===== src/rtl/regfile_writeback_queue.sv =====
// regfile_writeback_queue: FIFO of retiring (rd, data) results drained onto the register bank write port,
// with two forwarding lookups that expose pending writes to operand reads.
module regfile_writeback_queue #(
    parameter int DEPTH = 4,
    parameter int AW    = 5,
    parameter int DW    = 32
) (
    input  logic          clk,
    input  logic          rst,
    input  logic          in_valid,
    input  logic [AW-1:0] in_rd,
    input  logic [DW-1:0] in_data,
    output logic          in_ready,
    input  logic          drain_en,
    output logic          W_en,
    output logic [AW-1:0] RS3,
    output logic [DW-1:0] W_Data,
    input  logic [AW-1:0] fwd_addr1,
    output logic          fwd_hit1,
    output logic [DW-1:0] fwd_data1,
    input  logic [AW-1:0] fwd_addr2,
    output logic          fwd_hit2,
    output logic [DW-1:0] fwd_data2,
    output logic [AW-1:0] count,
    output logic          empty
);
    localparam int PW = (DEPTH > 1) ? $clog2(DEPTH) : 1;

    logic [AW-1:0] rd_mem   [DEPTH];
    logic [DW-1:0] data_mem [DEPTH];
    logic [PW-1:0] head, tail;
    logic [AW-1:0] cnt;
    logic          pop, push;

    assign empty    = cnt == '0;
    assign count    = cnt;
    assign pop      = drain_en && !empty;
    assign in_ready = (cnt < AW'(DEPTH)) || pop;
    assign push     = in_valid && in_ready && (in_rd != '0);
    assign W_en     = pop;
    assign RS3      = pop ? rd_mem[head] : '0;
    assign W_Data   = pop ? data_mem[head] : '0;

    // Scan oldest to youngest so the last match left standing is the youngest.
    function automatic logic [DW:0] lookup(input logic [AW-1:0] a);
        logic [DW:0]   r;
        logic [PW-1:0] idx;
        r = '0;
        for (int i = 0; i < DEPTH; i++) begin
            idx = head + PW'(i);
            if (i < int'(cnt) && a != '0 && rd_mem[idx] == a) r = {1'b1, data_mem[idx]};
        end
        return r;
    endfunction

    always_comb begin
        {fwd_hit1, fwd_data1} = lookup(fwd_addr1);
        {fwd_hit2, fwd_data2} = lookup(fwd_addr2);
    end

    always_ff @(posedge clk) begin
        if (push) begin
            rd_mem[tail]   <= in_rd;
            data_mem[tail] <= in_data;
        end
    end

    always_ff @(posedge clk or negedge rst) begin
        if (!rst) begin
            head <= '0;
            tail <= '0;
            cnt  <= '0;
        end else begin
            head <= pop ? head + 1'b1 : head;
            tail <= push ? tail + 1'b1 : tail;
            cnt  <= (push && !pop) ? cnt + 1'b1 : (pop && !push) ? cnt - 1'b1 : cnt;
        end
    end
endmodule


===== config.mk =====
export PLATFORM = sky130hd
export DESIGN_NAME = regfile_writeback_queue
export DESIGN_NICKNAME = d
export VERILOG_FILES = /design/src/rtl/regfile_writeback_queue.sv
export SDC_FILE = /design/constraint.sdc
export NUM_CORES = 1
export LEC_CHECK = 0
export CAP_MARGIN = 25
export CORE_MARGIN = 2
export CORE_UTILIZATION = 56
export DETAILED_ROUTE_END_ITERATION = 8
export PLACE_DENSITY = 0.8
export SYNTH_ARGS = -nofsm -noshare
export SYNTH_HDL_FRONTEND = slang
export SYNTH_SLANG_ARGS = --single-unit

===== constraint.sdc =====
create_clock -name clk -period 6.85 [get_ports clk]
set_input_delay 0.685 -clock clk [delete_from_list [all_inputs] [get_ports clk]]
set_output_delay 0.685 -clock clk [all_outputs]
set_load 0.05 [all_outputs]

==> results of run 1 <==
==> metrics by stage <==
step	power [mW]	utilization, %	worst slack [ns]	cell area (µm²)
after floorplan	4.969	-	2.724	11660
after CTS	7.317	68.40	0.9836	13930
after global placement	6.225	65.42	1.286	13320
after detailed placement	6.307	65.42	1.273	13320
final	7.396	68.41	0.9355	13930
after global routing	7.723	68.41	0.7818	13930
==> cell usage in the layout (no fill, tap or decap), types with 30 or more instances in the layout <==
cell type,n
nand4b_1,32
nor3_1,71
a22o_1,30
nand3_1,30
mux2_2,39
a21oi_1,96
edfxtp_1,148
clkdlybuf4s50_1,161
o21ai_0,37
nor2_1,75
mux2i_1,106
nand2_1,209
xnor2_1,35
==> cells by family after synthesis <==
kind of cell / share of synthesized area, %
and+or+nand+nor: 17.97
xor gates and xnor gates: 3.679
DFF: 40.03
adders and majority gates: 0.9655
AOI/OAI and AO/OA: 15.43
muxes: 16.88
buffers and inverters: 5.042
==> Yosys cell counts, types with 4 or more instances <==
| master | n | share of area [%] |
|---|---|---|
| edfxtp_1 | 148 | 38 |
| nand4b_1 | 32 | 2.4 |
| a22o_1 | 30 | 2.3 |
| o22ai_1 | 4 | 0.21 |
| o311ai_1 | 29 | 2.2 |
| mux2_2 | 39 | 3.8 |
| a21oi_1 | 96 | 4.1 |
| xor2_1 | 13 | 0.98 |
| mux2i_1 | 106 | 9.1 |
| ha_1 | 9 | 0.97 |
| nand2_1 | 209 | 6.7 |
| buf_4 | 7 | 0.45 |
| and2_1 | 5 | 0.27 |
| xnor2_1 | 36 | 2.7 |
| and3_1 | 7 | 0.38 |
| clkbuf_1 | 70 | 2.3 |
| dfrtp_1 | 9 | 1.9 |
| o21ai_0 | 37 | 1.6 |
| nor2_1 | 77 | 2.5 |
| nand4_1 | 6 | 0.32 |
| buf_1 | 17 | 0.55 |
| o221ai_1 | 29 | 2.2 |
| nand3_1 | 30 | 1.3 |
| mux4_2 | 8 | 1.5 |
| nor3_1 | 71 | 3.0 |
| mux4_1 | 11 | 2.5 |
| a31oi_1 | 29 | 1.6 |
| buf_2 | 26 | 1.1 |
| inv_1 | 10 | 0.32 |
==> worst max path at each step <==
stage / startpoint / endpoint
3_3_place_gp: fwd_addr1[1] / fwd_data1[25]
6_report: head[0] / fwd_data1[3]
5_1_grt: head[0] / fwd_data1[25]
4_1_cts: head[0] / fwd_data1[25]
3_5_place_dp: fwd_addr1[1] / fwd_data1[25]
2_1_floorplan: head[0] / fwd_data1[25]
==> flip-flops by register name (all words and copies together) (netlist names) <==
register,cells
tail,2
count,5
head,2
rd_mem,20
data_mem,128
==> power by group through the flow <==
stage | sequential (mW) | combinational (mW) | clock, mW
after CTS | 1.42 | 4.91 | 0.989
after detailed placement | 1.44 | 4.86 | 0
after global placement | 1.43 | 4.80 | 0
after global routing | 1.45 | 5.25 | 1.03
after floorplan | 1.35 | 3.62 | 0
final | 1.42 | 4.99 | 0.986
==> final cells by class <==
class                           instances  area [µm²]
Antenna cell                            1       2.502
Clock buffer                           21       440.4
Clock inverter                         11       166.4
Fill cell                            1529        6434
Inverter                               10       40.04
Multi-Input combinational cell        945        6452
Sequential cell                       157        4677
Tap cell                              270       337.8
Timing Repair Buffer                  188        1814
==> layer usage <==
layer  global-route usage, %  wire length, µm
met1                   40.66            13510
met2                   51.44            16510
met3                   5.890             4052
met4                   15.86             1403
met5                  0.6818                0
==> flow_summary.yaml, run 1 <==
floorplanning:
  ios: 162
  core_region_area_um2: 20360
  die_area_um2: 22000
  die_y_um: 148.3
  fp-row-count: 52
  fp.dieW_um: 148.3
  start_util_pct: 57.27
setup_path:
  path_cells: "mux4_1 -> xor2_1 -> nor4_4 -> buf_4 -> and3_1 -> buf_4 -> o311ai_1 -> a22o_1 -> clkdlybuf4s50_1"
  cp_max_fo: 52
  worstRegToRegCells: 8
  ff2ff_setup_slack_ns: 3.61
  arrival_ns: 5.23
  path_depth: 9
  r2r_end: "count[4]"
  critPathKind: "reg2out"
  critPathBufInv: 3
  crit_top_cell: "buf_4"
  r2r_start: "count[3]"
  critPathLaunchType: "flop"
  slowest_stage: "and3_1"
  crit_family: "buffers and inverters"
  crit_required_ns: 6.16
  slowest_delay_ns: 0.88
  worst_setup_path_end_kind: "output pin"
power:
  ir_drop_mv: 0.3712
  switching_share_pct: 52.66
  power.switching_mw: 3.895
  pwr-share-seq_pct: 19.2
  p_int_mw: 3.501
  power_frac_comb_pct: 67.4
  leakagePower_nw: 5.043
  clkPwrFrac_pct: 13.3
  p_per_area_nw_per_um2: 530.9
synthesis:
  ys_types: 49
  synthesis.area_um2: 11660
  synth_seq_cells: 157
  syn_nets: 1297
  synth_edf_count: 148
  ys_seq_area_share_pct: 40.03
  synth_top_flop_cell: "edfxtp_1"
  synth_area_per_cell_um2: 9.429
  syn_inst: 1237
  yosys_warnings: 0
  async_reset_ff_share_pct: 5.732
clock_tree:
  clock-sinks: 157
  cts-resized-gates: 0
  clock_tree.root_cell: "clkbuf_16"
  clk_path_buf_depth: 2
  numCtsBuffers: 17
  ctsHoldBuffers: 0
  clock_latency_ns: 0.43
  cts_tree: "done"
  clk_pin_slew_ns: 0.06
  post_cts_buffers: 0
  h-tree-depth: 4
finish:
  drive_gt1_share_pct: 9.159
  finalNetCount: 1379
  final_cell_count_no_fill: 1603
  syn2layout_area_growth_pct: 19.44
min_path:
  hold_end: "count[4]"
  hp-start: "count[4]"
  holdPathStages: 1
  hp-class: "reg2reg"
global_route:
  antenna_found_initial: 1
  gr-total-overflow: 0
  grt_util_all_layers_pct: 31.62
  grt_pass1_wl_um: 54380
  grt_pass1_vias: 10320
  grt_max_degree: 98
sta:
  relSlewSlack_pct: 26.43
  finalSetupViolCount: 0
  hold_viol: 0
  finalCritPeriodShare_pct: 86.34
  final_max_slew_viol_count: 0
  whs_ns: 0.5445
  worst_pin_slew_ns: 1.103
  rsz0062_at_grt: "false"
  finalSetupTns_ns: 0
  period_needed_ns: 5.914
  fin_skew_ns: 0.009695
  fmax_mhz: 169.1
routing:
  dr.pass1.iters: 9
  drc: 0
  wire_per_inst_um: 22.13
  routed_wl_um: 35470
  ant_nets: 0
  route.vias.total: 10820
  drt_iter0_drc: 1572
  viasPerCell: 6.747
placement:
  dp.cells: 1570
  port_buffers: 161
  place_congestion: 0.9313
  dp.final_hpwl_um: 22180
outcome:
  outcome: "complete, no violations"
flow_run:
  maxCapViolCount: 0
No activity file was read; power rests on OpenSTA's default activity.
==> run 2: changes to the inputs <==
Settings changed: PLACE_DENSITY 0.8 to 0.81.
==> flow_summary.yaml, run 2 (same netlist as run 1, synthesis figures left out) <==
finish:
  largest_reg_flops: 128
  layout_commonest_cell: "nand2_1"
  syn2layout_area_growth_pct: 20.12
  drive_gt1_share_pct: 9.452
  final_cell_count_no_fill: 1604
  finalNetCount: 1380
  final_cell_mix: "nand2_1 (209), clkdlybuf4s50_1 (161), edfxtp_1 (148)"
  utilization_pct: 68.80
  registers.top_by_ff_count: "data_mem"
placement:
  port_buffers: 161
  place_congestion: 0.8859
  dp.cells: 1570
  dp.final_hpwl_um: 22030
clock_tree:
  clock_tree.root_cell: "clkbuf_16"
  numCtsBuffers: 17
  ctsHoldBuffers: 0
  cts-resized-gates: 0
  h-tree-depth: 4
  clock_latency_ns: 0.44
  cts_tree: "done"
  clock-sinks: 157
  clk_pin_slew_ns: 0.06
  clk_path_buf_depth: 2
  post_cts_buffers: 0
routing:
  dr_wl_met3_um: 4271
  route.vias.total: 11000
  dr.pass1.iters: 6
  wl_met2_um: 16230
  ant_nets: 0
  viasPerCell: 6.860
  highest-signal-layer: "met4"
  m1WireLength_um: 13580
  routed_wl_um: 35720
  wire_per_inst_um: 22.27
  drt_iter0_drc: 1627
  drc: 0
sta:
  hold_viol: 0
  period_needed_ns: 5.875
  finalCritPeriodShare_pct: 85.77
  final_max_slew_viol_count: 0
  finalSetupViolCount: 0
  worst_pin_slew_ns: 1.014
  fin_skew_ns: 0.008171
  finalSetupTns_ns: 0
  relSlewSlack_pct: 32.38
  fmax_mhz: 170.2
  rsz0062_at_grt: "false"
floorplanning:
  die_area_um2: 22000
  core_region_area_um2: 20360
  fp.dieW_um: 148.3
  die_y_um: 148.3
  ios: 162
  fp-row-count: 52
  start_util_pct: 57.27
setup_path:
  arrival_ns: 5.19
  cp_max_fo: 57
  critPathLaunchType: "flop"
  worst_setup_path_end_kind: "output pin"
  crit_required_ns: 6.16
  worstRegToRegCells: 6
  critPathKind: "reg2out"
global_route:
  grt_util_all_layers_pct: 32.07
  grt_pass1_vias: 10400
  grt_pass1_wl_um: 55080
  gr-total-overflow: 0
  antenna_found_initial: 1
  grt_max_degree: 68
flow_run:
  maxCapViolCount: 0
min_path:
  hp-class: "reg2reg"
  holdPathStages: 1
power:
  p_total_mw: 7.498
  ir_drop_mv: 0.3422
  leakagePower_nw: 5.093
  p_per_area_nw_per_um2: 535.2
outcome:
  outcome: "complete, no violations"
-- run 2: cell count changes in the layout (fill, tap and decap cells not counted), sizes merged --
cell,delta
clkbuf,+1
clkinvlp,-2
buf,+1
bufinv,+1
-- run 2: area by class of cell --
type	instances	area (µm²)
Sequential cell	157	4677
Fill cell	1570	6354
Multi-Input combinational cell	945	6451
Clock inverter	10	186.4
Timing Repair Buffer	189	1842
Tap cell	270	337.8
Antenna cell	1	2.502
Clock buffer	22	474.2
Inverter	10	40.04
-- run 2: per-stage QoR --
| step | hold WS (ns) | setup slack [ns] | instance area, µm² |
|---|---|---|---|
| final | 0.5289 | 0.9751 | 14010 |
| after global routing | 0.5357 | 0.8739 | 14010 |
| after CTS | 0.5291 | 0.9577 | 13980 |
| after detailed placement | 0.5189 | 1.426 | 13320 |
| after global placement | 0.5054 | 1.557 | 13320 |
| after floorplan | 0.3894 | 2.724 | 11660 |
-- run 2: critical path: stages (launching register included) --
cell,delay (ns)
dfrtp_4,0.96
buf_4,0.59
mux2i_1,0.28
xnor2_1,0.10
nor3_1,0.34
o21a_1,0.78
buf_4,0.38
nand3_1,0.11
a31oi_1,0.30
clkdlybuf4s50_1,0.86
-- run 2: where the power goes --
| part | total [mW] | leakage (nW) | switching [mW] | internal, mW |
|---|---|---|---|---|
| logic | 5.03 | 3.32 | 3.34 | 1.69 |
| registers | 1.40 | 1.45 | 0.186 | 1.21 |
| clock network | 1.07 | 0.325 | 0.397 | 0.677 |
| total | 7.50 | 5.09 | 3.92 | 3.58 |
-- run 2: routing by layer --
layer / vias up / track usage [%]
met5: - / 0
met4: 0 / 17.57
met3: 171 / 6.442
met2: 862 / 51.34
met1: 5135 / 41.11
li1: 4836 / -
-- run 2: final timing paths --
path | from | end | slack (ns)
worst max-delay path | head[1] | fwd_data2[3] | 0.98
min in group asynchronous | rst | count[4] | 0.55
worst min-delay path | count[4] | count[4] | 0.53
max in group asynchronous | rst | head[1] | 5.98
worst max register to register | count[3] | data_mem[3][28] | 3.71
worst min register to register | count[4] | count[4] | 0.53
==> run 3: changes to the inputs <==
Settings changed: CORE_UTILIZATION 56 to 50, PLACE_DENSITY 0.81 to 0.74.
==> flow_summary.yaml, run 3 (same netlist as run 1, synthesis figures left out) <==
clock_tree:
  ctsHoldBuffers: 0
  clk_path_buf_depth: 2
  cts_tree: "done"
  clock_tree.root_cell: "clkbuf_16"
  cts-resized-gates: 0
  post_cts_buffers: 0
  h-tree-depth: 4
  clk_pin_slew_ns: 0.07
  clock-sinks: 157
  numCtsBuffers: 17
  clock_latency_ns: 0.43
finish:
  drive_gt1_share_pct: 9.663
  registers.top_by_ff_count: "data_mem"
  syn2layout_area_growth_pct: 19.75
  largest_reg_flops: 128
  layout_commonest_cell: "nand2_1"
  stdcell_area_um2: 13970
  utilization_pct: 61.32
  final_cell_mix: "nand2_1 (209), clkdlybuf4s50_1 (161), edfxtp_1 (148)"
  final_cell_count_no_fill: 1648
  finalNetCount: 1382
  antenna_cells: 0
  filler_cell_count: 1934
global_route:
  grt_pass1_wl_um: 55690
  antenna_found_initial: 0
  grt_pass1_vias: 10290
  grt_max_degree: 98
  grt_util_all_layers_pct: 29.23
  gr-total-overflow: 0
floorplanning:
  ios: 162
  core_region_area_um2: 22780
  fp-row-count: 55
  die_y_um: 156.7
  die_area_um2: 24570
  start_util_pct: 51.21
  fp.dieW_um: 156.7
sta:
  setup_slack_ns: 1.182
  finalCritPeriodShare_pct: 82.75
  finalSetupTns_ns: 0
  fin_skew_ns: 0.008070
  worst_pin_slew_ns: 1.013
  hold_viol: 0
  whs_ns: 0.5336
  rsz0062_at_grt: "false"
  finalSetupViolCount: 0
  final_max_slew_viol_count: 0
  fmax_mhz: 176.4
  relSlewSlack_pct: 32.45
  period_needed_ns: 5.668
routing:
  routed_wl_um: 36090
  wire_per_inst_um: 21.90
  drt_iter0_drc: 1475
  dr.pass1.iters: 5
  ant_nets: 0
  drc: 0
  viasPerCell: 6.535
  route.vias.total: 10770
setup_path:
  critPathKind: "reg2out"
  slowest_delay_ns: 1.02
  arrival_ns: 4.98
  crit_required_ns: 6.16
  slowest_stage: "dfrtp_4"
  path_cells: "mux2i_1 -> mux2_2 -> mux2i_1 -> or2_2 -> or2_2 -> a31oi_1 -> clkdlybuf4s50_1"
  worst_setup_path_end_kind: "output pin"
  critPathLaunchType: "flop"
  cp_max_fo: 62
power:
  p_total_mw: 7.354
  power.switching_mw: 3.946
  clkPwrFrac_pct: 12.5
  p_per_area_nw_per_um2: 526.5
  pwr-share-seq_pct: 19.4
  power_frac_comb_pct: 68.1
  ir_drop_mv: 0.3951
  leakagePower_nw: 5.034
  switching_share_pct: 53.66
  p_int_mw: 3.408
placement:
  postPlaceCellArea_um2: 13400
  post-place-ws_ns: 1.547
  dp.final_hpwl_um: 22550
  port_buffers: 161
  dp.cells: 1616
  place_congestion: 0.9120
flow_run:
  maxCapViolCount: 0
outcome:
  outcome: "complete, no violations"
min_path:
  hp-class: "reg2reg"
-- run 3: worst paths after layout --
kind,to,slack [ns],depth (start not counted),startpoint
min in group asynchronous,tail[0],0.57,1,rst
setup reg to reg,data_mem[3][29],3.73,6,count[3]
max in group asynchronous,head[0],5.93,1,rst
hold / removal,tail[0],0.53,1,tail[0]
hold reg to reg,tail[0],0.53,1,tail[0]
setup / recovery,fwd_data2[3],1.18,7,head[1]
-- run 3: final cells by class --
class,count,area [µm²],area share (%)
timing repair buffer,191,1839,13.17
inverter,10,40.04,0.2867
clock buffer,18,429.2,3.073
multi-input combinational,945,6452,46.20
tap,313,391.6,2.804
clock inverter,14,137.6,0.9854
sequential,157,4677,33.49
-- run 3: power by group through the flow --
stage               Combinational [mW]  Clock, mW  Sequential, mW
floorplan                         3.62          0            1.35
global placement                  4.85          0            1.44
detailed placement                4.91          0            1.45
CTS                               4.93      0.923            1.43
global route                      5.28      0.964            1.45
finish                            5.01      0.916            1.43
-- run 3: critical path: cells and delay by family, from the launching register on --
kind	cells	cell delay, ns
flops	1	1.02
compound gates	1	0.33
mux	3	0.77
buf+inv	1	0.79
simple gates	2	1.58
-- run 3: per-layer routing --
layer  track usage, %  up-vias  wire length, µm
li1                 -     4836                -
met1            37.79     5031            14070
met2            47.45      763            16900
met3            5.899      139             3753
met4            13.24        0             1362
met5                0        -                0
==> RTL edit 1, RTL diff (config.mk and constraints of run 3) <==
Set the parameter `DW` to 16 (it was 32).
--- a/src/rtl/regfile_writeback_queue.sv
+++ b/src/rtl/regfile_writeback_queue.sv
@@ -4,5 +4,5 @@
     parameter int DEPTH = 4,
     parameter int AW    = 5,
-    parameter int DW    = 32
+    parameter int DW    = 16
 ) (
     input  logic          clk,
Ports: changed (resized W_Data, fwd_data1, fwd_data2 and in_data); port bits go from 162 to 98. No check against the original RTL was run, so the function may have changed too.
==> RTL edit 1 against run 3 <==
Critical path depth is 1 higher. Sequential power down 39%. Total power decreased by 41%. Synthesized cell count is 41% lower. Worst hold slack lost 4.3 ps. Design area fell by 39%. Fmax increased by 5.5%. Routed wire length is 44% lower. Sequential cell count decreased by 64. Synthesized area is 39% lower. Die area fell by 38%. Clock skew grew 4.7 ps. Critical path type unchanged. Worst setup slack better by 290 ps.
==> RTL edit 1: results (changes against run 3) <==
Parameter                              Value

Cells and area
  Number of fillers in the final layout ... 1101 (was 1934)
  Max reg flops ... 64 (was 128)
  Number of nets in the layout ... 831 (was 1382)

Synth
  Synthesized-area fraction occupied by ao, oa, aoi and oai cells ... 13.7% (was 15.4%)
  Cell types with the largest area share after synthesis ... sky130_fd_sc_hd__edfxtp_1 (35%), sky130_fd_sc_hd__mux2i_1 (8.6%), sky130_fd_sc_hd__nand2_1 (5.9%) (was sky130_fd_sc_hd__edfxtp_1 (38%), sky130_fd_sc_hd__mux2i_1 (9.1%), sky130_fd_sc_hd__nand2_1 (6.7%))
  Share of flip-flops with an asynchronous set or reset after synthesis ... 9.68% (was 5.73%)
  Average footprint of a synthesized cell ... 9.75 µm² (was 9.43 µm²)
  Sequential element share of the synthesized area ... 38.5% (was 40.0%)
  Fraction of synthesized area in multiplexers ... 17.6% (was 16.9%)
  Total nets after synthesis ... 776 (was 1297)
  Number of synthesized flops with an enable pin ... 84 (was 148)

Critical path
  Worst Path Max Fanout ... 64 (was 62)
  Cell at the slowest stage of the critical path ... sky130_fd_sc_hd__clkdlybuf4s50_1 (was sky130_fd_sc_hd__dfrtp_4)
  Data arrival time of the critical path ... 4690 ps (was 4980 ps)

Power
  Relative contribution of sequential cells to total power ... 20.2% (was 19.4%)
  IR drop worst, VDD ... 0.199 mV (was 0.395 mV)
  Share of total power in the clock network ... 10.8% (was 12.5%)

CTS
  H-tree depth ... 3 (was 4)
  TritonCTS Buffers ... 9 (was 17)
  Clock latency on the worst-skew pair ... 350 ps (was 430 ps)

GRT
  First-pass GRT wire length ... 31300 µm (was 55700 µm)
  Maximum number of pins on one net before global-route repair ... 65 (was 98)
  Met2 capacity usage during global routing ... 38.2% (was 47.5%)
  Global-route met3 utilization ... 8.07% (was 5.90%)

Detailed routing
  Met2 Wirelength ... 8530 µm (was 16900 µm)
  Total via count in the routed design ... 6195 (was 10800)
  Via-to-Cell Ratio ... 6.37 (was 6.53)
  First DRT Iteration DRCs ... 942 (was 1475)
  Wl on met1 ... 9430 µm (was 14100 µm)
  Amount of wire on met3 after detailed routing ... 2110 µm (was 3750 µm)
  Detailed-router iteration count before antenna repair ... 6 (was 5)

Placed design
  Weighted congestion reported at the end of routability-driven placement ... 1.08 (was 0.912)
  Post-Place Cells ... 956 (was 1616)

Run status
  Outcome ... finished, final reports clean (unchanged)

Timing
  Max-slew headroom ... 34.9% (was 32.4%)
  Post-route clock skew ... 12.8 ps (was 8.07 ps)
## RTL edit 1: changes by cell type in the layout (fill, tap and decap cells not counted), sizes merged, moves of 16 or more
cell                  run 3  this run
buf                      29        12
edfxtp                  148        84
o311ai                   30         0
nor3                     71        53
mux2i                   106        61
a311o                     0        16
clkdlybuf4s50           161        97
a21oi                    96        49
nand4b                   32         0
o21ai                    38        19
nand2                   209       113
mux2                     39        18
nor2                     77        38
## RTL edit 1: cell type report
cell class                 instances  area share [%]
inverter                          22           0.973
tap                              180            2.65
clock buffer                      11            2.74
multi-input combinational        552            47.2
clock inverter                     5           0.501
sequential                        93            32.4
timing repair buffer             109            13.4
## RTL edit 1: stage by stage
step / cell area [µm²] / total power [mW] / hold slack [ps] / setup WS (ps)
floorplan: 7140 / 3.02 / 389 / 2790
global placement: 8100 / 3.76 / 501 / 1960
detailed placement: 8210 / 3.82 / 512 / 1880
CTS: 8480 / 4.29 / 530 / 1550
global route: 8480 / 4.56 / 547 / 1200
finish: 8480 / 4.34 / 529 / 1470
## RTL edit 1: cell families (layout without fill, tap and decap cells)
family / after synthesis / count (layout)
buf+inv: 87 / 147
mux: 98 / 98
simple gates: 255 / 255
fa+ha+maj: 9 / 9
flops: 93 / 93
compound gates: 141 / 141
xor+xnor: 49 / 49
## RTL edit 1: path summary, 6_finish.rpt
check	startpoint	endpoint	slack (ps)	cells after the start
min in group asynchronous	rst	count[0]	690	1
max in group asynchronous	rst	head[1]	5740	1
min reg2reg	count[4]	count[4]	530	1
max reg2reg	count[3]	count[4]	3640	8
min	count[4]	count[4]	530	1
max	head[0]	fwd_data2[9]	1470	8
## RTL edit 1: worst max-delay path, delay by kind of cell (launching register included)
family	cells	cell delay (ps)
simple gates	2	570
flops	1	760
compound gates	2	1030
buf+inv	4	1970
==> RTL edit 2, RTL diff (flow settings as in run 3) <==
Made on the original files. Reset style: synchronous (`rst`), changed in one clocked block.
--- a/src/rtl/regfile_writeback_queue.sv
+++ b/src/rtl/regfile_writeback_queue.sv
@@ -66,5 +66,5 @@
     end
 
-    always_ff @(posedge clk or negedge rst) begin
+    always_ff @(posedge clk) begin
         if (!rst) begin
             head <= '0;
Check against the original RTL: differs if rst is asserted again (counterexample within 4 cycles, from zero or initial values and one cycle with rst low); with rst held inactive, the same outputs for 4 cycles.
==> RTL edit 2 against run 3 <==
Sequential cell count grew 2. Final cell count shrank 13%. Via count shrank 9.6%. Routed wire length shrank 2.4%. Design area shrank 1.0%. Total power shrank 26%. Synthesized area shrank 0.43%. Sequential share of layout area grew 0.33 points. Worst setup slack lost 140 ps. Worst hold slack lost 17 ps. Critical path type unchanged. Largest cell class unchanged.
==> RTL edit 2: results (changes against run 3) <==
Parameter                              Value

Detailed routing
  Detailed-router iteration count before antenna repair ... 6 (was 5)
  Total via count in the routed design ... 9734 (was 10800)
  Met2 Wirelength ... 17100 µm (was 16900 µm)
  Avg WL per Cell ... 24.6 µm (was 21.9 µm)
  WL final ... 35200 µm (was 36100 µm)

Timing
  Max-slew headroom ... 29.2% (was 32.4%)

Synth
  Fraction of synthesized area in multiplexers ... 23.2% (was 16.9%)
  Synthesized-area fraction occupied by ao, oa, aoi and oai cells ... 13.7% (was 15.4%)
  Total nets after synthesis ... 1089 (was 1297)
  Cell types with the largest area share after synthesis ... sky130_fd_sc_hd__edfxtp_1 (38%), sky130_fd_sc_hd__mux4_2 (16%), sky130_fd_sc_hd__mux2i_1 (4.3%) (was sky130_fd_sc_hd__edfxtp_1 (38%), sky130_fd_sc_hd__mux2i_1 (9.1%), sky130_fd_sc_hd__nand2_1 (6.7%))
  Synth unique cells ... 55 (was 49)

Placed design
  Half-perimeter wire length after placement ... 22900 µm (was 22500 µm)
  Post-place setup slack ... 1580 ps (was 1550 ps)
  Weighted congestion reported at the end of routability-driven placement ... 0.918 (was 0.912)
  Post-Place Cells ... 1398 (was 1616)
  Placed inst area ... 13300 µm² (was 13400 µm²)

Critical path
  End point of the critical path ... fwd_data1[2] (was fwd_data2[3])
  Startpoint of the most critical setup path ... head[1] (unchanged)
  Worst Path Max Fanout ... 68 (was 62)
  Data arrival time of the critical path ... 5120 ps (was 4980 ps)
  Setup slack, reg-to-reg ... 3440 ps (was 3730 ps)
  Highest cell delay on the worst timing path ... 910 ps (was 1020 ps)
  R2R cell count ... 11 (was 6)

Run status
  Outcome ... finished, final reports clean (unchanged)

Cells and area
  Number of nets in the layout ... 1192 (was 1382)
  Layout cell share with drive strength beyond 1 ... 20.4% (was 9.66%)

Power
  IR drop worst, VDD ... 0.236 mV (was 0.395 mV)
  P_leak ... 4.38 nW (was 5.03 nW)

CTS
  Clock latency on the worst-skew pair ... 450 ps (was 430 ps)

GRT
  Number of global-route vias before repair ... 9512 (was 10300)
## RTL edit 2: cell types whose count changed after synthesis, sizes merged, moves of 30 or more
cell,change
a211oi,+33
a21oi,-67
a22o,-30
and3,+30
mux2i,-56
mux4,+65
nand2,-116
nand4b,-32
o311ai,-30
## RTL edit 2: logic make-up (layout without fill, tap and decap cells)
kind of cell,count (synthesis),in the layout
buffers and inverters,115,231
multiplexers,160,160
AO/OA/AOI/OAI,213,213
adder cells (fa/ha/maj),9,9
flip-flops,159,159
XOR/XNOR,46,46
AND/OR/NAND/NOR,327,327
## RTL edit 2: layout make-up
class	count	area, µm²
clock buffer	17	425
tap	285	357
multi-input combinational	755	6430
sequential	159	4670
inverter	8	30.0
fill	1833	8890
timing repair buffer	191	1780
clock inverter	15	126
## RTL edit 2: worst min-delay path by stage
| stage | end | cells after the start | startpoint | slack (ps) |
|---|---|---|---|---|
| floorplan | tail[1] | 2 | tail[1] | 480 |
| global placement | tail[1] | 2 | tail[1] | 500 |
| detailed placement | tail[1] | 2 | tail[1] | 510 |
| CTS | tail[1] | 2 | tail[1] | 520 |
| global route | tail[1] | 2 | tail[1] | 550 |
| finish | tail[1] | 2 | tail[1] | 520 |
## RTL edit 2: power breakdown
group	switching [mW]	internal (mW)	total, mW
Combinational	2.01	1.19	3.20
Sequential	0.159	1.20	1.36
Clock	0.435	0.475	0.910
Total	2.61	2.86	5.47
## RTL edit 2: critical path, delay by kind of cell (launching register included)
kind,cells,cell delay [ps]
buf+inv,3,1770
flops,1,910
mux,1,410
simple gates,3,1030
compound gates,1,390
xor+xnor,1,150
## RTL edit 2: routing by layer
metal | track usage (%) | up-vias
met4 | 10.9 | 0
met5 | 0 | -
met2 | 47.4 | 618
met1 | 39.3 | 4795
met3 | 6.06 | 86
li1 | - | 4235
